$ cat config.mk
export PLATFORM = sky130hd
export DESIGN_NAME = button_conditioner
export DESIGN_NICKNAME = d
export VERILOG_FILES = /design/src/rtl/button_conditioner.sv
export SDC_FILE = /design/constraint.sdc
export NUM_CORES = 1
export LEC_CHECK = 0
export CORE_MARGIN = 4
export CORE_UTILIZATION = 30
export CTS_BUF_LIST = sky130_fd_sc_hd__clkbuf_8
export CTS_CLUSTER_DIAMETER = 60
export DETAILED_ROUTE_END_ITERATION = 10
export GPL_TIMING_DRIVEN = 1
export SKIP_CTS_REPAIR_TIMING = 1
export SKIP_LAST_GASP = 1
export SLEW_MARGIN = 0
export SYNTH_ARGS = -nofsm -noshare
export SYNTH_HDL_FRONTEND = slang
export SYNTH_SLANG_ARGS = --single-unit
$ cat constraint.sdc
create_clock -name clk -period 3 [get_ports clk]
set_clock_uncertainty 0.15 [all_clocks]
set_input_delay 0.3 -clock clk [delete_from_list [all_inputs] [get_ports clk]]
set_output_delay 0.3 -clock clk [all_outputs]
set_load 0.01 [all_outputs]
$ cat src/rtl/button_conditioner.sv
// button_conditioner: synchronize, debounce and pulse-convert raw push-button levels, with optional auto-repeat
// ports: clk / reset (sync, active-high); btn_raw raw pin levels; repeat_en per-channel auto-repeat enable;
//        btn_level debounced level; btn_press / btn_release one-cycle edge pulses; btn_pulse press or repeat pulse
module button_conditioner #(
  parameter int N_BTN           = 3,
  parameter int SYNC_STAGES     = 2,
  parameter int DEBOUNCE_CYCLES = 1000000,
  parameter int REPEAT_DELAY    = 50000000,
  parameter int REPEAT_PERIOD   = 10000000
) (
  input  logic             clk,
  input  logic             reset,
  input  logic [N_BTN-1:0] btn_raw,
  input  logic [N_BTN-1:0] repeat_en,
  output logic [N_BTN-1:0] btn_level,
  output logic [N_BTN-1:0] btn_press,
  output logic [N_BTN-1:0] btn_release,
  output logic [N_BTN-1:0] btn_pulse
);
  localparam int DW   = $clog2(DEBOUNCE_CYCLES + 1);
  localparam int RMAX = REPEAT_DELAY > REPEAT_PERIOD ? REPEAT_DELAY : REPEAT_PERIOD;
  localparam int RW   = $clog2(RMAX + 1);
  localparam logic [DW-1:0] DB_LAST     = DW'(DEBOUNCE_CYCLES);
  localparam logic [RW-1:0] DELAY_LAST  = RW'(REPEAT_DELAY - 1);
  localparam logic [RW-1:0] PERIOD_LAST = RW'(REPEAT_PERIOD - 1);
  typedef enum logic [1:0] {IDLE, HOLD_DELAY, HOLD_REPEAT} state_t;
  for (genvar i = 0; i < N_BTN; i++) begin : g_ch
    logic [SYNC_STAGES-1:0] r_sync;
    logic [DW-1:0]          r_cnt;
    logic [RW-1:0]          r_rcnt, w_rcnt_nx;
    state_t                 r_state, w_state_nx;
    logic                   r_level, r_press, r_release, r_pulse;
    logic                   w_diff, w_toggle, w_rise, w_fall, w_rep;
    // the level flips only once the counter already holds DEBOUNCE_CYCLES and the input still disagrees,
    // which yields SYNC_STAGES + DEBOUNCE_CYCLES edges from first raw sample to the new level
    assign w_diff   = r_sync[SYNC_STAGES-1] != r_level;
    assign w_toggle = w_diff && r_cnt == DB_LAST;
    assign w_rise   = w_toggle & ~r_level;
    assign w_fall   = w_toggle & r_level;
    always_comb begin
      w_state_nx = r_state;
      w_rcnt_nx  = r_rcnt;
      w_rep      = 1'b0;
      if (w_fall) begin
        w_state_nx = IDLE;
        w_rcnt_nx  = '0;
      end else begin
        case (r_state)
          IDLE: if (w_rise) begin
            w_state_nx = HOLD_DELAY;
            w_rcnt_nx  = '0;
          end
          HOLD_DELAY: if (!repeat_en[i]) begin
            w_rcnt_nx = '0;
          end else if (r_rcnt == DELAY_LAST) begin
            w_rep      = 1'b1;
            w_state_nx = HOLD_REPEAT;
            w_rcnt_nx  = '0;
          end else begin
            w_rcnt_nx = r_rcnt + 1'b1;
          end
          HOLD_REPEAT: if (!repeat_en[i]) begin
            w_state_nx = HOLD_DELAY;
            w_rcnt_nx  = '0;
          end else if (r_rcnt == PERIOD_LAST) begin
            w_rep     = 1'b1;
            w_rcnt_nx = '0;
          end else begin
            w_rcnt_nx = r_rcnt + 1'b1;
          end
          default: w_state_nx = IDLE;
        endcase
      end
    end
    always_ff @(posedge clk) begin
      if (reset) begin
        r_sync    <= '0;
        r_cnt     <= '0;
        r_level   <= 1'b0;
        r_press   <= 1'b0;
        r_release <= 1'b0;
        r_pulse   <= 1'b0;
        r_state   <= IDLE;
        r_rcnt    <= '0;
      end else begin
        r_sync    <= {r_sync[SYNC_STAGES-2:0], btn_raw[i]};
        r_cnt     <= (w_diff && !w_toggle) ? r_cnt + 1'b1 : '0;
        r_level   <= r_level ^ w_toggle;
        r_press   <= w_rise;
        r_release <= w_fall;
        r_pulse   <= w_rise | w_rep;
        r_state   <= w_state_nx;
        r_rcnt    <= w_rcnt_nx;
      end
    end
    assign btn_level[i]   = r_level;
    assign btn_press[i]   = r_press;
    assign btn_release[i] = r_release;
    assign btn_pulse[i]   = r_pulse;
  end
endmodule

==> parameters.txt, run 1 <==
Parameter                              Value

Cells and area
  Relative area change from synthesis to final layout    11.50%
  Ratio of cells with drive above 1 in the final layout    6.959%
  Number of diodes    0
  Finished layout cell area    9410 um2
  Number of nets in the finished design    1066

Clock tree
  Source-to-sink clock delay at the later pin of the worst-skew pair    roughly 460 ps
  H-tree depth reported by CTS    4
  Root buffer selected by CTS    sky130_fd_sc_hd__clkbuf_8
  Number of clock sinks    162
  CTS clock-pin slew for the worst setup and hold paths    90 ps
  Clk buf depth    2
  Total CTS buffers    17
  CTS tree    built

Synthesis
  Count of flip-flops with a built-in enable after synthesis    0
  Asr flop ratio synth    0%
  Cell with the most instances after synthesis    sky130_fd_sc_hd__dfxtp_1
  Synth warnings    0
  Leading area contributor after synthesis    sky130_fd_sc_hd__dfxtp_1
  Register area share after synthesis    38.43%
  Synthesized net count    1056
  Predominant post-synthesis flop cell    sky130_fd_sc_hd__dfxtp_1
  Average footprint of a synthesized cell    8.225 um2
  Commonest cells in the synthesized netlist    sky130_fd_sc_hd__dfxtp_1 (162), sky130_fd_sc_hd__nor2_1 (117), sky130_fd_sc_hd__nand2_1 (94), sky130_fd_sc_hd__nand3_1 (94), sky130_fd_sc_hd__xor2_1 (40)
  Flip-flop and latch count after synthesis    162
  Top area cells in the synthesized netlist    sky130_fd_sc_hd__dfxtp_1 (38%), sky130_fd_sc_hd__nand3_1 (5.6%), sky130_fd_sc_hd__nor2_1 (5.2%), sky130_fd_sc_hd__nand2_1 (4.2%), sky130_fd_sc_hd__xor2_1 (4.2%)
  Synth Instances    1026
  Number of distinct standard cells referenced by the synthesized netlist    65
  Share of the synthesized area in the top cell type    38.43%
  Post-synth design cell area    8439 um2

GRT
  Largest net degree at the start of global routing    27
  Aggregate global-route resource usage    12.60%
  Global route overflow    0
  First-pass GRT wire length    33240 um
  Initial antenna violation count    0
  Via count of the first global-routing pass    6860

Routing
  Via count    between 7000 and 8000
  Number of antenna-violating nets in the routed design    0
  Drt total wl    ~19000 um
  DR WL/cell    13.55 um
  Average vias per placed instance    5.160
  Initial detailed-routing violation count    536
  Number of design rule violations left after detail routing    0
  Iteration count of the initial detailed-routing pass    5

Critical path
  Setup crit end kind    flop
  Maximum single-stage delay on the critical path    960 ps
  CP Buf/Inv Count    1
  Family with the most delay on the worst path    simple AND/OR/NAND/NOR gates
  Crit-path slowest cell    sky130_fd_sc_hd__nor2_1
  Slack of the worst reg-to-reg path    220 ps
  Signal arrival time at the worst endpoint    2980 ps
  Largest fanout of any net on the critical path    16
  Cell-by-cell trace of the critical path    inv_1 -> ha_1 -> nand2_1 -> nor4b_4 -> a41o_2 -> nor2_1 -> o2bb2a_1 -> o41ai_1
  Critical Path RT    3200 ps
  Category of the critical setup timing path    flop to flop
  Critical Path Source Type    flop

Timing
  Final Critical Period    2778 ps
  Final period utilization    92.59%
  Fin worst setup slack    between 200 and 250 ps
  Final Max Slew Viols    0
  Final Hold Violating Endpoints    0
  Max frequency    360.0 MHz
  Worst rel slew slack    17.38%
  Unrepaired setup endpoints after global routing    false
  Total negative slack for setup checks    0 ps
  Slew at the pin with the worst max-slew slack    1235 ps
  Setup violation total in the final timing report    0

Power
  Maximum VDD drop    between 0.0002 and 0.00025 V
  Static leakage power    3.027 nW
  Power per unit of standard cell area    approximately 420 nW/um2

Floorplan
  Boundary pin count    20
  Site row count    61
  Die Ht    175.7 um
  Starting density of the core    a little under a third
  Die area    ~30000 um2
  Core Footprint    27780 um2
  Floorplan die width    175.7 um

Worst hold path
  Min-delay worst type    primary input to flop

Placed design
  Count of input and output buffers    19
  Routability congestion estimate    0.8327
  Hpwl dp    approximately 13000 um
  Total cell area at the placement stage    9010 um2
  Placement-stage worst setup slack    -157.9 ps

Job
  Number of violations of the max-capacitance limit    0

Status
  Status    completed
-- kinds of logic after synthesis --
| family | count (synthesis) | synth area share, % |
|---|---|---|
| compound gates | 184 | 15.39 |
| xor+xnor | 52 | 5.397 |
| fa+ha+maj | 22 | 3.262 |
| buf+inv | 85 | 4.507 |
| flops | 162 | 38.43 |
| mux | 8 | 0.9637 |
| simple gates | 513 | 32.05 |
-- cell usage in the layout, fill, tap and decap left out, types with 4 or more instances in the layout --
| master | instances |
|---|---|
| sky130_fd_sc_hd__a21o_1 | 11 |
| sky130_fd_sc_hd__a21oi_1 | 33 |
| sky130_fd_sc_hd__a22o_1 | 16 |
| sky130_fd_sc_hd__a22oi_1 | 17 |
| sky130_fd_sc_hd__a31o_2 | 5 |
| sky130_fd_sc_hd__a31oi_1 | 14 |
| sky130_fd_sc_hd__and2_1 | 20 |
| sky130_fd_sc_hd__and3_1 | 20 |
| sky130_fd_sc_hd__and4_1 | 10 |
| sky130_fd_sc_hd__buf_4 | 18 |
| sky130_fd_sc_hd__clkbuf_8 | 17 |
| sky130_fd_sc_hd__clkdlybuf4s50_1 | 19 |
| sky130_fd_sc_hd__dfxtp_1 | 162 |
| sky130_fd_sc_hd__ha_1 | 22 |
| sky130_fd_sc_hd__inv_1 | 39 |
| sky130_fd_sc_hd__inv_6 | 6 |
| sky130_fd_sc_hd__mux2i_1 | 7 |
| sky130_fd_sc_hd__nand2_1 | 93 |
| sky130_fd_sc_hd__nand2b_1 | 10 |
| sky130_fd_sc_hd__nand3_1 | 94 |
| sky130_fd_sc_hd__nand3b_1 | 4 |
| sky130_fd_sc_hd__nand4_1 | 33 |
| sky130_fd_sc_hd__nand4b_1 | 6 |
| sky130_fd_sc_hd__nand4bb_1 | 4 |
| sky130_fd_sc_hd__nor2_1 | 116 |
| sky130_fd_sc_hd__nor2b_1 | 17 |
| sky130_fd_sc_hd__nor3_1 | 20 |
| sky130_fd_sc_hd__nor4_1 | 21 |
| sky130_fd_sc_hd__nor4b_1 | 5 |
| sky130_fd_sc_hd__o21ai_0 | 23 |
| sky130_fd_sc_hd__o22ai_1 | 4 |
| sky130_fd_sc_hd__o311ai_0 | 14 |
| sky130_fd_sc_hd__o311ai_1 | 4 |
| sky130_fd_sc_hd__o31ai_1 | 18 |
| sky130_fd_sc_hd__o41ai_1 | 4 |
| sky130_fd_sc_hd__or3_1 | 11 |
| sky130_fd_sc_hd__or4_1 | 7 |
| sky130_fd_sc_hd__xnor2_1 | 12 |
| sky130_fd_sc_hd__xor2_1 | 40 |
-- worst paths after layout --
path / startpoint / end / cells past startpoint
setup / recovery: g_ch[0].r_cnt[0]$_SDFF_PP0_ / g_ch[0].r_rcnt[6]$_SDFFE_PP0P_ / 8
hold / removal: btn_raw[2] / g_ch[2].r_sync[0]$_SDFF_PP0_ / 2
setup reg to reg: g_ch[0].r_cnt[0]$_SDFF_PP0_ / g_ch[0].r_rcnt[6]$_SDFFE_PP0P_ / 8
hold reg to reg: g_ch[1].r_sync[0]$_SDFF_PP0_ / g_ch[1].r_sync[1]$_SDFF_PP0_ / 1
-- state kept, by name (all words and copies together), names as in the netlist, named ones only --
register,count
g_ch.r_rcnt,78
g_ch.r_cnt,60
g_ch.r_state,6
g_ch.r_sync,6
g_ch.r_press,3
g_ch.r_pulse,3
g_ch.r_release,3
-- metrics by stage --
step                      hold WS [ps]  cells  power, mW  utilization, %
after floorplan                  263.8   1026      2.330               -
after global routing             244.6   1427      4.081           33.87
after detailed placement         279.3   1395      2.387           32.43
after global placement           270.8   1395      2.384           32.43
after CTS                        233.0   1427      3.979           33.80
final                            255.4   1427      3.922           33.87
-- routing by layer --
| layer | part of all wire, % | up-vias | GRT usage (%) | routed length [um] |
|---|---|---|---|---|
| li1 | - | 3750 | - | - |
| met1 | 50 | 3465 | 17.28 | 9616 |
| met2 | 46 | 135 | 20.35 | 8892 |
| met3 | 3.2 | 14 | 2.303 | 610 |
| met4 | 1.1 | 0 | 3.574 | 214 |
| met5 | 0 | - | 0 | 0 |
-- cell type report --
cell class,count,area (um2)
tap,378,473.0
sequential,162,3243
multi-input combinational,779,4843
clock inverter,15,145.1
timing repair buffer,37,325.3
inverter,39,146.4
fill,2940,18370
clock buffer,17,234.0
-- worst reg2reg max path, stage by stage, from the launching register on --
cell and delay, ps:
sky130_fd_sc_hd__dfxtp_1 380, sky130_fd_sc_hd__inv_1 60, sky130_fd_sc_hd__ha_1 190, sky130_fd_sc_hd__nand2_1 130
sky130_fd_sc_hd__nor4b_4 90, sky130_fd_sc_hd__a41o_2 350, sky130_fd_sc_hd__nor2_1 960, sky130_fd_sc_hd__o2bb2a_1 320
sky130_fd_sc_hd__o41ai_1 60
-- power by group --
part | switching, mW | total [mW] | internal (mW)
registers | 0.00941 | 2.17 | 2.16
logic | 0.105 | 0.170 | 0.0646
clock network | 0.904 | 1.58 | 0.681
total | 1.02 | 3.92 | 2.90
No activity file was read; power rests on OpenSTA's default activity.
==> run 2, diff against run 1 <==
--- a/config.mk
+++ b/config.mk
@@ -12,4 +12,6 @@
 export DETAILED_ROUTE_END_ITERATION = 10
 export GPL_TIMING_DRIVEN = 1
+export MAX_ROUTING_LAYER = met4
+export PLACE_DENSITY = 0.55
 export SKIP_CTS_REPAIR_TIMING = 1
 export SKIP_LAST_GASP = 1
==> constraint.sdc (replaced) <==
create_clock -name clk -period 3 [get_ports clk]
set_clock_uncertainty 0.15 [all_clocks]
set_input_delay 0.3 -clock clk [delete_from_list [all_inputs] [get_ports clk]]
set_output_delay 0.3 -clock clk [all_outputs]
set_load 0.005 [all_outputs]
==> run 2 against run 1 <==
Die area unchanged; maximum frequency increased by 2.9%; worst hold slack better by 33 ps; critical path type unchanged; highest routed layer unchanged.
==> parameters.txt, run 2 (synthesis results as in run 1) <==
Parameter                              Value

Timing
  Unrepaired setup endpoints after global routing    false
  Final Critical Period    2701 ps (-77.00 ps)
  Total negative slack for setup checks    0 ps (unchanged)
  Setup violation total in the final timing report    0 (unchanged)
  Worst rel slew slack    29.24% (+12 points)
  Fin worst setup slack    299.2 ps (+77.00 ps)
  Final Hold Violating Endpoints    0 (unchanged)
  Final period utilization    90.03% (-2.6 points)
  Final Max Slew Viols    0 (unchanged)
  Slew at the pin with the worst max-slew slack    1057 ps (-177.3 ps)
  Worst Hold Slack    288.0 ps (+32.63 ps)
  Max frequency    370.3 MHz (+2.9%)

Critical path
  Logic depth of the worst path, buffers included    9 (+1)
  CP Buf/Inv Count    2 (+1)
  Setup crit end kind    flop
  Critical Path RT    3200 ps (about the same)
  Cell-by-cell trace of the critical path    inv_1 -> ha_1 -> nand4bb_1 -> nor4b_1 -> buf_4 -> a41o_2 -> a21oi_4 -> nand2_1 -> o311ai_0
  Depth of the most critical reg-to-reg path    9 (+1)
  Maximum single-stage delay on the critical path    400 ps (-560 ps)
  Critical Path Source Type    flop
  Family with the most delay on the worst path    compound AO/OA/AOI/OAI gates
  Largest fanout of any net on the critical path    15 (-1)
  Signal arrival time at the worst endpoint    2900 ps (-80 ps)
  Crit-path slowest cell    sky130_fd_sc_hd__dfxtp_1
  Category of the critical setup timing path    flop to flop

Power
  Switching power summed over all nets    1.055 mW (+3.6%)
  Switching Fraction    26.46% (+0.51 points)
  Power per unit of standard cell area    421.9 nW/um2 (+1.2%)
  Maximum VDD drop    0.0002311 V (-5.4%)
  Comb power frac    4.3% (about the same)
  Static leakage power    3.052 nW (+0.84%)
  Internal Pwr Total    2.931 mW (+0.91%)
  Sequential fraction of design power    54.4% (-0.9 points)
  Fraction of power consumed by the clock network    41.3% (+0.9 points)
  Overall power    3.985 mW (+1.6%)

Floorplan
  Boundary pin count    20 (unchanged)
  Die Ht    175.7 um (unchanged)
  Core Footprint    27780 um2 (unchanged)
  Die area    30880 um2 (unchanged)
  Floorplan die width    175.7 um (unchanged)
  Starting density of the core    30.38% (unchanged)
  Site row count    61 (unchanged)

Routing
  Drt total wl    19360 um (+0.13%)
  DR WL/cell    13.54 um (about the same)
  Iteration count of the initial detailed-routing pass    5 (unchanged)
  Average vias per placed instance    5.060 (-1.9%)
  Via count    7236 (-1.7%)
  Initial detailed-routing violation count    503 (-6.2%)
  Number of design rule violations left after detail routing    0 (unchanged)
  Number of antenna-violating nets in the routed design    0 (unchanged)

Cells and area
  Layout fillers    2920 (-0.68%)
  Most frequent cells in the layout    sky130_fd_sc_hd__dfxtp_1 (162), sky130_fd_sc_hd__nor2_1 (116), sky130_fd_sc_hd__nand2_1 (94), sky130_fd_sc_hd__nand3_1 (94), sky130_fd_sc_hd__xor2_1 (40)
  Share of the core filled with cells in the final layout    34.00% (+0.13 points)
  Number of diodes    0 (unchanged)
  Largest registers ranked by flip-flop count    g_ch.r_rcnt (78), g_ch.r_cnt (60)
  Filler-free cell count of the finished design    1430 (+0.21%)
  Largest register by flop count    g_ch.r_rcnt
  Relative area change from synthesis to final layout    11.92%
  Most common library cell in the layout ignoring fill and taps    sky130_fd_sc_hd__dfxtp_1
  Finished layout cell area    9445 um2 (+0.37%)
  Ratio of cells with drive above 1 in the final layout    7.129% (+0.17 points)
  Number of nets in the finished design    1069 (+0.28%)
  Max reg flops    78 (unchanged)

Placed design
  Total cell area at the placement stage    9032 um2 (+0.25%)
  Total instance count after detailed placement    1398 (+0.22%)
  Count of input and output buffers    19 (unchanged)
  Placement-stage worst setup slack    39.45 ps (+197.4 ps)
  Hpwl dp    13430 um (+0.33%)
  Routability congestion estimate    0.8045 (-3.4%)

Clock tree
  CTS clock-pin slew for the worst setup and hold paths    100 ps (about the same)
  Root buffer selected by CTS    sky130_fd_sc_hd__clkbuf_8
  H-tree depth reported by CTS    4 (unchanged)
  Number of clock sinks    162 (unchanged)
  CTS tree    built
  Total CTS buffers    17 (unchanged)
  Source-to-sink clock delay at the later pin of the worst-skew pair    460 ps (about the same)
  Clk buf depth    2 (unchanged)

GRT
  Via count of the first global-routing pass    6871 (+0.16%)
  Global route overflow    0 (unchanged)
  First-pass GRT wire length    33430 um (+0.56%)
  Initial antenna violation count    0 (unchanged)
  Largest net degree at the start of global routing    27 (unchanged)
  Aggregate global-route resource usage    13.15% (+0.55 points)

Job
  Number of violations of the max-capacitance limit    0 (unchanged)

Worst hold path
  Min-delay worst type    primary input to flop
  WHS Path Cells    2 (unchanged)

Status
  Status    completed
-- run 2: changes by cell type in the layout (fill, tap and decap cells not counted), sizes merged --
cell,before,now
buf,18,21
clkinvlp,1,0
inv,47,48
-- run 2: power by group through the flow --
stage	clock network (mW)	logic (mW)	registers, mW
5_1_grt	1.79	0.194	2.17
2_1_floorplan	0	0.114	2.22
4_1_cts	1.71	0.172	2.17
6_report	1.65	0.171	2.17
3_5_place_dp	0	0.170	2.22
3_3_place_gp	0	0.171	2.22
-- run 2: layout make-up --
| type | instances | area, um2 | area share (%) |
|---|---|---|---|
| multi-input cells | 779 | 4832 | 51.16 |
| flip-flops and latches | 162 | 3243 | 34.34 |
| well taps | 378 | 473.0 | 5.007 |
| repair buffers | 40 | 347.8 | 3.683 |
| clock buffers | 17 | 234.0 | 2.477 |
| clock inverters | 15 | 168.9 | 1.788 |
| inverters | 39 | 146.4 | 1.550 |
-- run 2: layer usage --
layer	vias to the layer above	GRT usage, %	routed length [um]
li1	3766	-	-
met1	3388	17.00	9608
met2	72	21.14	9102
met3	10	2.647	501
met4	0	3.411	146
met5	-	-	0
-- run 2: path summary, 6_finish.rpt --
kind / startpoint / slack, ps / to
setup reg to reg: g_ch[1].r_cnt[1]$_SDFF_PP0_ / 300 / g_ch[1].r_rcnt[4]$_SDFFE_PP0P_
setup / recovery: g_ch[1].r_cnt[1]$_SDFF_PP0_ / 300 / g_ch[1].r_rcnt[4]$_SDFFE_PP0P_
hold / removal: btn_raw[2] / 290 / g_ch[2].r_sync[0]$_SDFF_PP0_
hold reg to reg: g_ch[1].r_sync[0]$_SDFF_PP0_ / 290 / g_ch[1].r_sync[1]$_SDFF_PP0_
==> run 3, diff against run 2 <==
CORE_UTILIZATION = 34   (was 30)
PLACE_DENSITY = 0.59   (was 0.55)
==> run 3 against run 2 <==
Non-clock buffer count fell by 1; register-to-register slack about the same; sequential share of layout area grew 0.24 points; die area shrank 11%; global-route usage grew 1.5 points; sequential cell count stayed put; largest cell class unchanged; via count rose by 1.3%; clock power barely moved; maximum frequency is 0.33% higher; largest power group unchanged; final cell count decreased by 3.8%; design area down 0.69%; worst hold slack worse by 52 ps.
==> parameters.txt, run 3 (synthesis results as in run 1) <==
Parameter                              Value

Status
  Status    completed

Placed design
  Hpwl dp    13060 um (-2.8%)
  Total instance count after detailed placement    1343 (-3.9%)
  Count of input and output buffers    19 (unchanged)
  Routability congestion estimate    0.8163 (+1.5%)
  Total cell area at the placement stage    8957 um2 (-0.83%)
  Placement-stage worst setup slack    -53.84 ps (-93.29 ps)

Timing
  Setup violation total in the final timing report    0 (unchanged)
  Max frequency    371.5 MHz (+0.33%)
  Final Critical Period    2692 ps (-8.936 ps)
  Unrepaired setup endpoints after global routing    false
  Final Hold Violating Endpoints    0 (unchanged)
  Total negative slack for setup checks    0 ps (unchanged)
  Fin worst setup slack    308.2 ps (+8.936 ps)
  Final Max Slew Viols    0 (unchanged)
  Final period utilization    89.73% (-0.30 points)
  Slew at the pin with the worst max-slew slack    1125 ps (+67.86 ps)
  Worst rel slew slack    24.70% (-4.5 points)

Routing
  Number of antenna-violating nets in the routed design    0 (unchanged)
  Average vias per placed instance    5.331 (+5.4%)
  Initial detailed-routing violation count    536 (+6.6%)
  Iteration count of the initial detailed-routing pass    6 (+1)
  Via count    7330 (+1.3%)
  DR WL/cell    13.75 um (+1.5%)
  Number of design rule violations left after detail routing    0 (unchanged)
  Drt total wl    18900 um (-2.4%)

GRT
  First-pass GRT wire length    32570 um (-2.6%)
  Met3 capacity usage during global routing    3.227% (+0.58 points)
  Initial antenna violation count    0 (unchanged)
  Largest net degree at the start of global routing    27 (unchanged)
  Grt met2 use    22.55% (+1.4 points)
  Via count of the first global-routing pass    6651 (-3.2%)
  Most congested layer reported by global routing    met2
  Aggregate global-route resource usage    14.69% (+1.5 points)
  Global route overflow    0 (unchanged)
  Met1 Use GR    19.88% (+2.9 points)

Worst hold path
  Start point of the worst hold path    btn_raw[1]
  WHS Path Cells    2 (unchanged)
  Min-delay worst type    primary input to flop
  Worst Hold End    g_ch[1].r_sync[0]$_SDFF_PP0_

Power
  Switching power summed over all nets    1.045 mW (-0.96%)
  Fraction of power consumed by the clock network    41.5% (+0.2 points)
  Internal Pwr Total    2.948 mW (+0.58%)
  Comb power frac    4.2% (about the same)
  Static leakage power    3.048 nW (-0.13%)
  Sequential fraction of design power    54.3% (about the same)
  Overall power    3.992 mW (+0.17%)
  Power per unit of standard cell area    425.6 nW/um2 (+0.87%)
  Maximum VDD drop    0.0002207 V (-4.5%)
  Switching Fraction    26.16% (-0.30 points)

Clock tree
  H-tree depth reported by CTS    4 (unchanged)
  Number of clock sinks    162 (unchanged)
  Source-to-sink clock delay at the later pin of the worst-skew pair    460 ps (about the same)
  CTS clock-pin slew for the worst setup and hold paths    100 ps (about the same)
  CTS tree    built
  Total CTS buffers    17 (unchanged)
  Clk buf depth    2 (unchanged)
  Root buffer selected by CTS    sky130_fd_sc_hd__clkbuf_8

Critical path
  Setup crit end kind    flop
  Critical Path RT    3210 ps (about the same)
  Family with the most delay on the worst path    simple AND/OR/NAND/NOR gates
  Critical Path Source Type    flop
  Maximum single-stage delay on the critical path    870 ps (+470 ps)
  Depth of the most critical reg-to-reg path    8 (-1)
  Largest fanout of any net on the critical path    16 (+1)
  Slack of the worst reg-to-reg path    310 ps (about the same)
  Crit-path slowest cell    sky130_fd_sc_hd__nor2_1
  CP Buf/Inv Count    1 (-1)
  Cell-by-cell trace of the critical path    inv_1 -> ha_1 -> nand2_1 -> nor4b_4 -> a41o_2 -> nor2_1 -> o2bb2a_1 -> o41ai_1
  Endpoint of the most critical register-to-register path    g_ch[0].r_rcnt[6]$_SDFFE_PP0P_
  Category of the critical setup timing path    flop to flop
  Signal arrival time at the worst endpoint    2900 ps (about the same)
  Reg-to-reg startpoint    g_ch[0].r_cnt[0]$_SDFF_PP0_

Cells and area
  Layout fillers    2543 (-13%)
  Largest registers ranked by flip-flop count    g_ch.r_rcnt (78), g_ch.r_cnt (60)
  Most common library cell in the layout ignoring fill and taps    sky130_fd_sc_hd__dfxtp_1
  Number of nets in the finished design    1068 (-0.094%)
  Ratio of cells with drive above 1 in the final layout    7.231% (+0.10 points)
  Max reg flops    78 (unchanged)
  Largest register by flop count    g_ch.r_rcnt
  Finished layout cell area    9380 um2 (-0.69%)
  Filler-free cell count of the finished design    1375 (-3.8%)
  Number of diodes    0 (unchanged)
  Relative area change from synthesis to final layout    11.15%
  Area used by multi-input combinational logic    4837 um2 (+0.10%)
  FF/Latch Area    3243 um2 (unchanged)
  Most frequent cells in the layout    sky130_fd_sc_hd__dfxtp_1 (162), sky130_fd_sc_hd__nor2_1 (115), sky130_fd_sc_hd__nand3_1 (94)

Floorplan
  Core Footprint    24390 um2 (-12%)
  Floorplan die width    165.6 um (-5.8%)
  Boundary pin count    20 (unchanged)
  Die area    27410 um2 (-11%)
  Starting density of the core    34.60% (+4.2 points)
  Die Ht    165.6 um (-5.8%)
  Site row count    57 (-6.6%)

Job
  Number of violations of the max-capacitance limit    0 (unchanged)
-- run 3: cell count changes in the layout (fill, tap and decap cells not counted), sizes merged --
cell	before	now
clkbuf	17	18
buf	21	20
inv	48	49
clkinvlp	0	1
clkinv	5	2
-- run 3: metal layers --
| metal | vias to the layer above | wire length (um) |
|---|---|---|
| met4 | 0 | 183 |
| met2 | 115 | 8504 |
| met5 | - | 0 |
| met3 | 15 | 710 |
| li1 | 3762 | - |
| met1 | 3438 | 9504 |
-- run 3: metrics by stage --
step	utilization [%]	hold WS, ps
CTS	38.40	200.6
global route	38.46	212.2
global placement	36.72	269.9
detailed placement	36.72	275.8
floorplan	-	263.8
finish	38.46	236.2
-- run 3: worst max path at each step --
stage | startpoint | to | slack (ps) | cells past startpoint
2_1_floorplan | g_ch[2].r_cnt[0]$_SDFF_PP0_ | g_ch[2].r_rcnt[19]$_SDFFE_PP0P_ | 590 | 10
5_1_grt | g_ch[1].r_cnt[1]$_SDFF_PP0_ | g_ch[1].r_rcnt[4]$_SDFFE_PP0P_ | 20 | 9
4_1_cts | g_ch[1].r_cnt[1]$_SDFF_PP0_ | g_ch[1].r_rcnt[4]$_SDFFE_PP0P_ | -140 | 9
3_5_place_dp | g_ch[1].r_cnt[1]$_SDFF_PP0_ | g_ch[1].r_rcnt[4]$_SDFFE_PP0P_ | -50 | 9
3_3_place_gp | g_ch[1].r_cnt[1]$_SDFF_PP0_ | g_ch[1].r_rcnt[4]$_SDFFE_PP0P_ | 4 | 9
6_report | g_ch[0].r_cnt[0]$_SDFF_PP0_ | g_ch[0].r_rcnt[6]$_SDFFE_PP0P_ | 310 | 8
-- run 3: worst register-to-register path, delay by kind of cell (launching register included) --
family,cells,cell delay (ps)
compound gates,3,730
fa+ha+maj,1,200
buf+inv,1,60
flops,1,390
simple gates,3,1080
-- run 3: power by group through the flow --
stage / clock network, mW / registers (mW) / logic [mW]
6_report: 1.66 / 2.17 / 0.166
5_1_grt: 1.81 / 2.17 / 0.188
4_1_cts: 1.73 / 2.17 / 0.166
3_5_place_dp: 0 / 2.22 / 0.165
3_3_place_gp: 0 / 2.22 / 0.164
2_1_floorplan: 0 / 2.22 / 0.114
-- run 3: area by class of cell --
| class | instances | share of cell area [%] |
|---|---|---|
| timing repair buffer | 39 | 3.628 |
| multi-input combinational | 779 | 51.57 |
| clock buffer | 18 | 2.641 |
| clock inverter | 14 | 1.707 |
| sequential | 162 | 34.57 |
| inverter | 39 | 1.561 |
| tap | 324 | 4.322 |
